--- src/rtl/jk_bank_ctrl.sv ---
// -----------------------------------------------------------------------------
// jk_bank_ctrl
//
// Command-driven sequencer that owns a bank of WIDTH JK flip-flops. One command
// is accepted at a time over a valid/ready handshake and turned into per-bit
// J/K drive: hold, set, reset, toggle, or a multi-cycle synchronous up/down
// count of programmable length.
//
// Ports:
//   CLK        clock, all state changes on the rising edge
//   RST_N      synchronous active-low reset
//   CMD_VALID  command present
//   CMD_READY  block can accept a command (IDLE)
//   CMD_OP     0 HOLD, 1 SET, 2 RESET, 3 TOGGLE, 4 COUNT_UP, 5 COUNT_DOWN,
//              6-7 illegal
//   CMD_MASK   bit select for SET/RESET/TOGGLE
//   CMD_LEN    step count for COUNT_UP/COUNT_DOWN
//   J_OUT      J drive applied to the bank this cycle
//   K_OUT      K drive applied to the bank this cycle
//   Q          flop bank state
//   QB         ~Q
//   BUSY       command in progress
//   DONE       one-cycle completion pulse
//   ERR        one-cycle pulse with DONE when the op was illegal
// -----------------------------------------------------------------------------
module jk_bank_ctrl #(
    parameter int WIDTH = 4,
    parameter int LEN_W = 8
) (
    input  logic             CLK,
    input  logic             RST_N,
    input  logic             CMD_VALID,
    output logic             CMD_READY,
    input  logic [2:0]       CMD_OP,
    input  logic [WIDTH-1:0] CMD_MASK,
    input  logic [LEN_W-1:0] CMD_LEN,
    output logic [WIDTH-1:0] J_OUT,
    output logic [WIDTH-1:0] K_OUT,
    output logic [WIDTH-1:0] Q,
    output logic [WIDTH-1:0] QB,
    output logic             BUSY,
    output logic             DONE,
    output logic             ERR
);

    localparam logic [2:0] OP_HOLD       = 3'd0;
    localparam logic [2:0] OP_SET        = 3'd1;
    localparam logic [2:0] OP_RESET      = 3'd2;
    localparam logic [2:0] OP_TOGGLE     = 3'd3;
    localparam logic [2:0] OP_COUNT_UP   = 3'd4;
    localparam logic [2:0] OP_COUNT_DOWN = 3'd5;

    typedef enum logic [1:0] {
        S_IDLE,
        S_APPLY,
        S_COUNT,
        S_FIN
    } state_t;

    state_t           state, state_next;
    logic [2:0]       op_q, op_next;
    logic [WIDTH-1:0] mask_q, mask_next;
    logic [LEN_W-1:0] steps_q, steps_next;
    logic [WIDTH-1:0] q_reg, q_next;
    logic [WIDTH-1:0] j_drive, k_drive;
    logic [WIDTH-1:0] up_drive, down_drive;

    function automatic logic is_count_op(input logic [2:0] op);
        return (op == OP_COUNT_UP) || (op == OP_COUNT_DOWN);
    endfunction

    // Synchronous counter carry chains: bit i toggles when every lower bit is
    // 1 (up) or 0 (down); bit 0 always toggles.
    always_comb begin
        logic carry_up;
        logic carry_down;
        // NOTE: every combinational output gets a default before any branch,
        // so no path leaves a signal unassigned and no latch is inferred.
        carry_up   = 1'b1;
        carry_down = 1'b1;
        up_drive   = '0;
        down_drive = '0;
        for (int i = 0; i < WIDTH; i++) begin
            up_drive[i]   = carry_up;
            down_drive[i] = carry_down;
            carry_up      = carry_up & q_reg[i];
            carry_down    = carry_down & ~q_reg[i];
        end
    end

    // Next-state, latched-field and J/K drive logic.
    always_comb begin
        state_next = state;
        op_next    = op_q;
        mask_next  = mask_q;
        steps_next = steps_q;
        j_drive    = '0;
        k_drive    = '0;

        case (state)
            S_IDLE: begin
                if (CMD_VALID) begin
                    op_next   = CMD_OP;
                    mask_next = CMD_MASK;
                    if (is_count_op(CMD_OP)) begin
                        steps_next = CMD_LEN;
                        // A zero-length count has nothing to apply.
                        state_next = (CMD_LEN == '0) ? S_FIN : S_COUNT;
                    end else begin
                        steps_next = '0;
                        state_next = S_APPLY;
                    end
                end
            end

            S_APPLY: begin
                case (op_q)
                    OP_SET:    j_drive = mask_q;
                    OP_RESET:  k_drive = mask_q;
                    OP_TOGGLE: begin
                        j_drive = mask_q;
                        k_drive = mask_q;
                    end
                    default: ;  // HOLD and illegal ops leave the bank alone
                endcase
                state_next = S_FIN;
            end

            S_COUNT: begin
                if (op_q == OP_COUNT_DOWN) begin
                    j_drive = down_drive;
                    k_drive = down_drive;
                end else begin
                    j_drive = up_drive;
                    k_drive = up_drive;
                end
                steps_next = steps_q - LEN_W'(1);
                // Leave on the edge that applies the final step.
                if (steps_q == LEN_W'(1)) begin
                    state_next = S_FIN;
                end
            end

            S_FIN: begin
                state_next = S_IDLE;
            end

            default: begin
                state_next = S_IDLE;
            end
        endcase
    end

    // JK characteristic equation per bit: Q+ = J & ~Q | ~K & Q.
    assign q_next = (j_drive & ~q_reg) | (~k_drive & q_reg);

    // NOTE: reset is sampled on the clock edge only (synchronous), and it wins
    // over any command in flight, so an aborted command never reaches FIN.
    always_ff @(posedge CLK) begin
        if (!RST_N) begin
            state   <= S_IDLE;
            op_q    <= '0;
            mask_q  <= '0;
            steps_q <= '0;
            q_reg   <= '0;
        end else begin
            // NOTE: non-blocking assignments so every register samples the
            // pre-edge values computed by the combinational logic.
            state   <= state_next;
            op_q    <= op_next;
            mask_q  <= mask_next;
            steps_q <= steps_next;
            q_reg   <= q_next;
        end
    end

    assign CMD_READY = (state == S_IDLE);
    assign BUSY      = (state != S_IDLE);
    assign DONE      = (state == S_FIN);
    assign ERR       = (state == S_FIN) && (op_q[2:1] == 2'b11);
    assign J_OUT     = j_drive;
    assign K_OUT     = k_drive;
    assign Q         = q_reg;
    assign QB        = ~q_reg;

    // Referenced so every op encoding is named in one place.
    logic unused_ops;
    assign unused_ops = ^{OP_HOLD};

endmodule

--- config.mk ---
export PLATFORM = sky130hd
export DESIGN_NAME = jk_bank_ctrl
export DESIGN_NICKNAME = d
export VERILOG_FILES = /design/src/rtl/jk_bank_ctrl.sv
export SDC_FILE = /design/constraint.sdc
export NUM_CORES = 1
export LEC_CHECK = 0
export CORE_MARGIN = 2
export CORE_UTILIZATION = 25
export CTS_CLUSTER_SIZE = 16
export DETAILED_ROUTE_END_ITERATION = 6
export PLACE_DENSITY = 0.47
export SLEW_MARGIN = 20
export SYNTH_ARGS = -nofsm -noshare
export SYNTH_HDL_FRONTEND = slang
export SYNTH_SLANG_ARGS = --single-unit
--- constraint.sdc ---
create_clock -name CLK -period 5.21 [get_ports CLK]
set_clock_uncertainty 0.2 [all_clocks]
set_input_delay 1.3025 -clock CLK [delete_from_list [all_inputs] [get_ports CLK]]
set_output_delay 1.3025 -clock CLK [all_outputs]
set_load 0.1 [all_outputs]
==> out/metrics.yaml, run 1 <==
placement:
  place_area_um2: 1850
  io_buffers: 37
  dp_hpwl_um: 3130
  finalWeightedCongestion: 0.800
timing:
  setup_violations: 0
  relSlewSlack_pct: 34.0
  hold_viol: 0
  fin_crit_sh_pct: 75.4
  fin_crit_ns: 3.93
  rsz0062_at_grt: "no"
  worst_slew_pin_slew_ns: 0.987
  max_freq_ghz: 0.254
  tns_ns: 0
  drv_slew: 0
cells_and_area:
  area_delta_synth_final_pct: 29.4
  final_nets: 238
  design_area_um2: 1900
  multiInputGateArea_um2: 930
  nFillCells: 609
  drive_gt1_share_pct: 10.8
  insertedDiodeCount: 0
  final-seq-area_um2: 420
power_and_ir_drop:
  p_clk_share_pct: 12.3
  intPower_mw: 0.431
  p_per_area_nw_per_um2: 471
  ir_drop_mv: 0.271
  pwr-share-seq_pct: 28.6
  p_leak_nw: 0.714
  switchingPower_mw: 0.465
  fin_total_pwr_mw: 0.896
  combPwrFrac_pct: 59.1
  p_sw_share_pct: 51.9
synth:
  synth_edf_count: 0
  netlist_area_um2: 1470
  synth.distinct_cells: 54
  yosys_warnings: 0
  async_flop_share_pct: 0
  syn_avg_cell_area_um2: 8.12
  syn-num-nets: 206
  ys.flop_type: "dfxtp_1"
  ys_seq_elements: 21
  synthCells: 181
  ys_seq_area_share_pct: 28.6
clock_tree:
  clock_path_buffers: 2
  cts_hold_buf: 0
  clk_pin_slew_worst_paths_ns: 0.08
  h-tree-depth: 1
  clock_latency_ns: 0.26
  numCtsBuffers: 3
  cts_resized: 0
  cts_tree: "done"
  cts_sinks: 21
  post-cts-setup-buffers: 0
  root_buffer: "clkbuf_8"
floorplan:
  ioPinCount: 38
  core_um2: 5570
  rows: 27
  die-area_um2: 6500
  fp.dieH_um: 80.7
  start_util_pct: 26.4
  die_x_um: 80.7
route:
  dr.pass1.iters: 4
  post_drt_via_cell_ratio: 4.97
  vias: 1411
  drtAntennaViolNets: 0
  wire_per_inst_um: 14.6
  wirelength_um: 4150
  drt_drc_violations_left: 0
  drtIter0Drc: 78
grt:
  grt_max_degree: 23
  grt_pass1_vias: 1318
  overflow: 0
  grt_usage_pct: 13.3
  antenna_found_initial: 0
  grt_pass1_wl_um: 6660
worst_hold_path:
  hold_class: "reg2reg"
setup_path:
  worst-path-buf-inv: 2
  crit_chain: "inv_1, ha_1, clkdlybuf4s50_1"
  critical_path.max_fanout: 13
  cp-start-kind: "register"
  critical-path-max-stage-delay_ns: 1.23
  worst_path_max_delay_cell: "clkdlybuf4s50_1"
  cp-end-kind: "output pin"
  crit_type: "reg2out"
  critPathArrivalTime_ns: 2.43
  crit_family: "buffers and inverters"
  required_ns: 3.71
flow_run:
  maxCapViolations: 0
run_status:
  outcome: "finished, final reports clean"
==> cell usage after synthesis, types with 3 or more instances <==
library cell	count	area, um2
o21ai_0	5	25.0
clkbuf_1	4	15.0
buf_2	3	15.0
nor2_1	10	37.5
nor4_1	3	18.8
a21oi_1	14	70.1
and3_1	4	25.0
inv_1	12	45.0
o2bb2ai_1	3	26.3
ha_1	7	87.6
a41o_1	3	30.0
a211oi_1	5	37.5
buf_4	3	22.5
nand3_1	12	60.1
dfxtp_1	21	420
nor2b_1	5	31.3
nand2_1	16	60.1
==> path summary, 6_finish.rpt <==
path,startpoint,end,slack (ns),depth (start not counted)
max reg2reg,state[0]$_SDFFE_PN0P_,steps_q[0]$_SDFFE_PN0P_,2.98,6
min reg2reg,mask_q[2]$_SDFFE_PN0P_,mask_q[2]$_SDFFE_PN0P_,0.28,2
min,mask_q[2]$_SDFFE_PN0P_,mask_q[2]$_SDFFE_PN0P_,0.28,2
max,state[0]$_SDFFE_PN0P_,CMD_READY,1.28,3
==> per-stage QoR <==
step,hold WS (ns),utilization (%),instances,worst slack [ns]
6_report,0.282,34.1,284,1.28
4_1_cts,0.283,34.1,284,1.27
3_3_place_gp,0.266,33.3,280,1.60
5_1_grt,0.319,34.1,284,1.14
3_5_place_dp,0.270,33.3,280,1.57
2_1_floorplan,0.250,-,181,0.458
==> per-layer routing <==
layer | wire (um) | track usage (%)
met5 | 0 | 0
met4 | 40 | 4.58
met3 | 158 | 1.69
met2 | 1850 | 20.8
met1 | 2100 | 18.8
==> cell type report <==
class / instances / area share [%]
clock buffer: 3 / 2.17
clock inverter: 1 / 0.263
inverter: 13 / 2.57
multi-input combinational: 135 / 48.9
sequential: 21 / 22.1
tap: 72 / 4.74
timing repair buffer: 39 / 19.2
==> power groups by stage <==
stage | clock (mW) | combinational [mW] | sequential (mW)
after floorplan | 0 | 0.417 | 0.259
after global placement | 0 | 0.534 | 0.260
after detailed placement | 0 | 0.531 | 0.260
after CTS | 0.116 | 0.532 | 0.256
after global routing | 0.123 | 0.575 | 0.266
final | 0.110 | 0.530 | 0.256
==> flip-flops by register name, indices dropped and copies added, names as in the netlist <==
| signal | count |
|---|---|
| Q | 4 |
| mask_q | 4 |
| op_q | 3 |
| state | 2 |
| steps_q | 8 |
==> cells in the final DEF, fill, tap and decap left out, drive strengths merged, types with 3 or more instances in the layout <==
cell,count
a211oi,5
a21boi,4
a21oi,15
a41o,3
and3,4
buf,10
clkbuf,3
clkdlybuf4s50,29
dfxtp,21
ha,7
inv,13
nand2,17
nand3,12
nor2,10
nor2b,5
nor4,3
o21ai,8
o2bb2ai,3
==> cells by family after synthesis <==
family / synth area share, %
adder cells (fa/ha/maj): 5.96
multiplexers: 1.36
AO/OA/AOI/OAI: 29.5
AND/OR/NAND/NOR: 26.1
flip-flops: 28.6
buffers and inverters: 8.52
==> tightest hold or removal path: cells and delay by family, from the launching register on <==
| family | cells | cell delay [ns] |
|---|---|---|
| compound gates | 1 | 0.05 |
| simple gates | 1 | 0.06 |
| flops | 1 | 0.33 |
No activity file was read; power rests on OpenSTA's default activity.
==> inputs of run 2 (changes only) <==
- clock period: 5.21 -> 3.75 ns (I/O delays scaled with it)
==> run 2 against run 1 <==
Via count is 3.3% higher. Critical endpoint is now K_OUT[1]. Register-to-register slack worse by 1.5 ns. First-iteration DRC count is 26% lower. Count of clock-buffer cells in the layout stayed put. Total power is 42% higher. Design area is 4.7% higher. Routed wire length is 3.6% higher. Sequential power is 41% higher.
==> out/metrics.yaml, run 2 (synthesis results as in run 1) <==
floorplan:
  die_x_um: 80.7  # unchanged
  ioPinCount: 38  # unchanged
  start_util_pct: 26.4  # unchanged
  core_um2: 5570  # unchanged
  fp.dieH_um: 80.7  # unchanged
  die-area_um2: 6500  # unchanged
  rows: 27  # unchanged
timing:
  setup_violations: 0  # unchanged
  relSlewSlack_pct: 62.7  # +29 points
  fin_crit_ns: 3.25
  worst_slew_pin_slew_ns: 0.558  # -0.429 ns
  fin_crit_sh_pct: 86.7
  drv_slew: 0  # unchanged
  max_freq_ghz: 0.308
  setup_ws_ns: 0.498  # -0.781 ns
  rsz0062_at_grt: "no"
  hold_viol: 0  # unchanged
cells_and_area:
  finalCoreUtilization_pct: 35.7  # +1.6 points
  final_nets: 239  # +0.42%
  layout_common_cells: "dfxtp_1 (21), clkdlybuf4s50_1 (17), nand2_1 (16), buf_4 (15), a21oi_1 (14)"
  insertedDiodeCount: 0  # unchanged
  design_area_um2: 1990  # +4.7%
  nFillCells: 594  # -2.5%
  layout_commonest_cell: "dfxtp_1"
  drive_gt1_share_pct: 16.9  # +6.1 points
  max_flop_register: "steps_q"
  largest_reg_flops: 8  # unchanged
  area_delta_synth_final_pct: 35.4
placement:
  dp_slack_ns: 0.789  # -0.784 ns
  io_buffers: 37  # unchanged
  dp_hpwl_um: 3210  # +2.8%
  finalWeightedCongestion: 0.730  # -8.7%
  place_area_um2: 1940  # +4.8%
route:
  post_drt_via_cell_ratio: 5.12  # +3.0%
  dr.pass1.iters: 4  # unchanged
  drtAntennaViolNets: 0  # unchanged
  drtIter0Drc: 58  # -26%
  vias: 1458  # +3.3%
  drt_drc_violations_left: 0  # unchanged
  wire_per_inst_um: 15.1  # +3.2%
  wirelength_um: 4300  # +3.6%
grt:
  grt_pass1_wl_um: 6980  # +4.8%
  grt_usage_pct: 14.0  # +0.62 points
  overflow: 0  # unchanged
  grt_max_degree: 19  # -17%
  antenna_found_initial: 0  # unchanged
  grt_pass1_vias: 1378  # +4.6%
setup_path:
  cp-start-kind: "register"
  worst_path_max_delay_cell: "a311oi_2"
  timing.rr.start: "state[0]$_SDFFE_PN0P_"
  critical_path.max_fanout: 8  # -5
  crit_family: "simple AND/OR/NAND/NOR gates"
  cp-end-kind: "output pin"
  crit_type: "reg2out"
  crit_chain: "inv_1, ha_1, nor2b_1, nand3_1, a311oi_2, buf_12"
  critical-path-max-stage-delay_ns: 0.42  # -0.81 ns
  critPathArrivalTime_ns: 2.11  # -0.32 ns
  rr_endpoint: "steps_q[0]$_SDFFE_PN0P_"
  worst-path-buf-inv: 2  # unchanged
  r2r_slack_ns: 1.50  # -1.48 ns
  required_ns: 2.61  # -1.10 ns
  ff2ff_path_depth: 6  # unchanged
clock_tree:
  post-cts-setup-buffers: 0  # unchanged
  cts_tree: "done"
  cts_resized: 0  # unchanged
  clk_pin_slew_worst_paths_ns: 0.08  # about the same
  numCtsBuffers: 3  # unchanged
  clock_path_buffers: 2  # unchanged
  root_buffer: "clkbuf_8"
  clock_latency_ns: 0.27  # about the same
  h-tree-depth: 1  # unchanged
  cts_sinks: 21  # unchanged
  cts_hold_buf: 0  # unchanged
worst_hold_path:
  hold_depth: 2  # unchanged
  hold_class: "reg2reg"
  min_to: "mask_q[0]$_SDFFE_PN0P_"
  worstHoldStart: "mask_q[0]$_SDFFE_PN0P_"
flow_run:
  maxCapViolations: 0  # unchanged
power_and_ir_drop:
  ir_drop_mv: 0.386  # +42%
  fin_total_pwr_mw: 1.27  # +42%
  p_per_area_nw_per_um2: 640  # +36%
  p_leak_nw: 0.776  # +8.6%
run_status:
  outcome: "finished, final reports clean"
==> run 2: changes by cell type in the layout (fill, tap and decap cells not counted) <==
| cell | before | now |
|---|---|---|
| buf_4 | 10 | 15 |
| a221oi_4 | 0 | 1 |
| a21boi_1 | 2 | 3 |
| a221oi_2 | 1 | 0 |
| buf_12 | 0 | 8 |
| a21boi_0 | 2 | 1 |
| clkdlybuf4s50_1 | 29 | 17 |
==> run 2: per-stage QoR <==
| stage | setup TNS, ns | cells | hold slack [ns] |
|---|---|---|---|
| finish | 0 | 285 | 0.279 |
| global route | 0 | 285 | 0.310 |
| CTS | 0 | 285 | 0.281 |
| detailed placement | 0 | 281 | 0.269 |
| global placement | 0 | 281 | 0.266 |
| floorplan | -1.02 | 181 | 0.250 |
==> run 2: power breakdown <==
part           total, mW  switching [mW]  leakage, nW  internal [mW]
Clock              0.159          0.0843       0.0255         0.0743
Combinational      0.755           0.500        0.578          0.255
Sequential         0.360          0.0784        0.172          0.281
Total               1.27           0.663        0.776          0.611
==> run 2: how the worst max path moves through the flow <==
stage | startpoint | to | cells past startpoint
final | state[1]$_SDFFE_PN0P_ | K_OUT[1] | 6
after detailed placement | state[1]$_SDFFE_PN0P_ | K_OUT[1] | 6
after floorplan | Q[0]$_SDFF_PN0_ | J_OUT[3] | 4
after global placement | CMD_VALID | steps_q[0]$_SDFFE_PN0P_ | 5
after CTS | state[1]$_SDFFE_PN0P_ | K_OUT[1] | 6
after global routing | state[1]$_SDFFE_PN0P_ | K_OUT[1] | 6
==> run 2: worst reg2reg max path, delay by kind of cell (launching register included) <==
family | cells | cell delay [ns]
AOI/OAI and AO/OA | 2 | 0.60
DFF | 1 | 0.35
and+or+nand+nor | 2 | 0.42
adders and majority gates | 1 | 0.47
buffers and inverters | 1 | 0.11
==> run 2: metal layers <==
metal	GRT usage [%]	wire length (um)	vias up
met5	0	0	-
met4	4.58	68	0
met1	19.6	2090	683
met3	2.47	183	6
met2	21.4	1950	31
li1	-	-	738
==> run 2: final cells by class <==
class | count | area [um2] | area share (%)
Inverter | 13 | 48.8 | 2.45
Clock buffer | 3 | 41.3 | 2.08
Tap cell | 72 | 90.1 | 4.53
Multi-Input combinational cell | 135 | 941 | 47.3
Timing Repair Buffer | 40 | 443 | 22.3
Sequential cell | 21 | 420 | 21.1
Clock inverter | 1 | 5.00 | 0.252
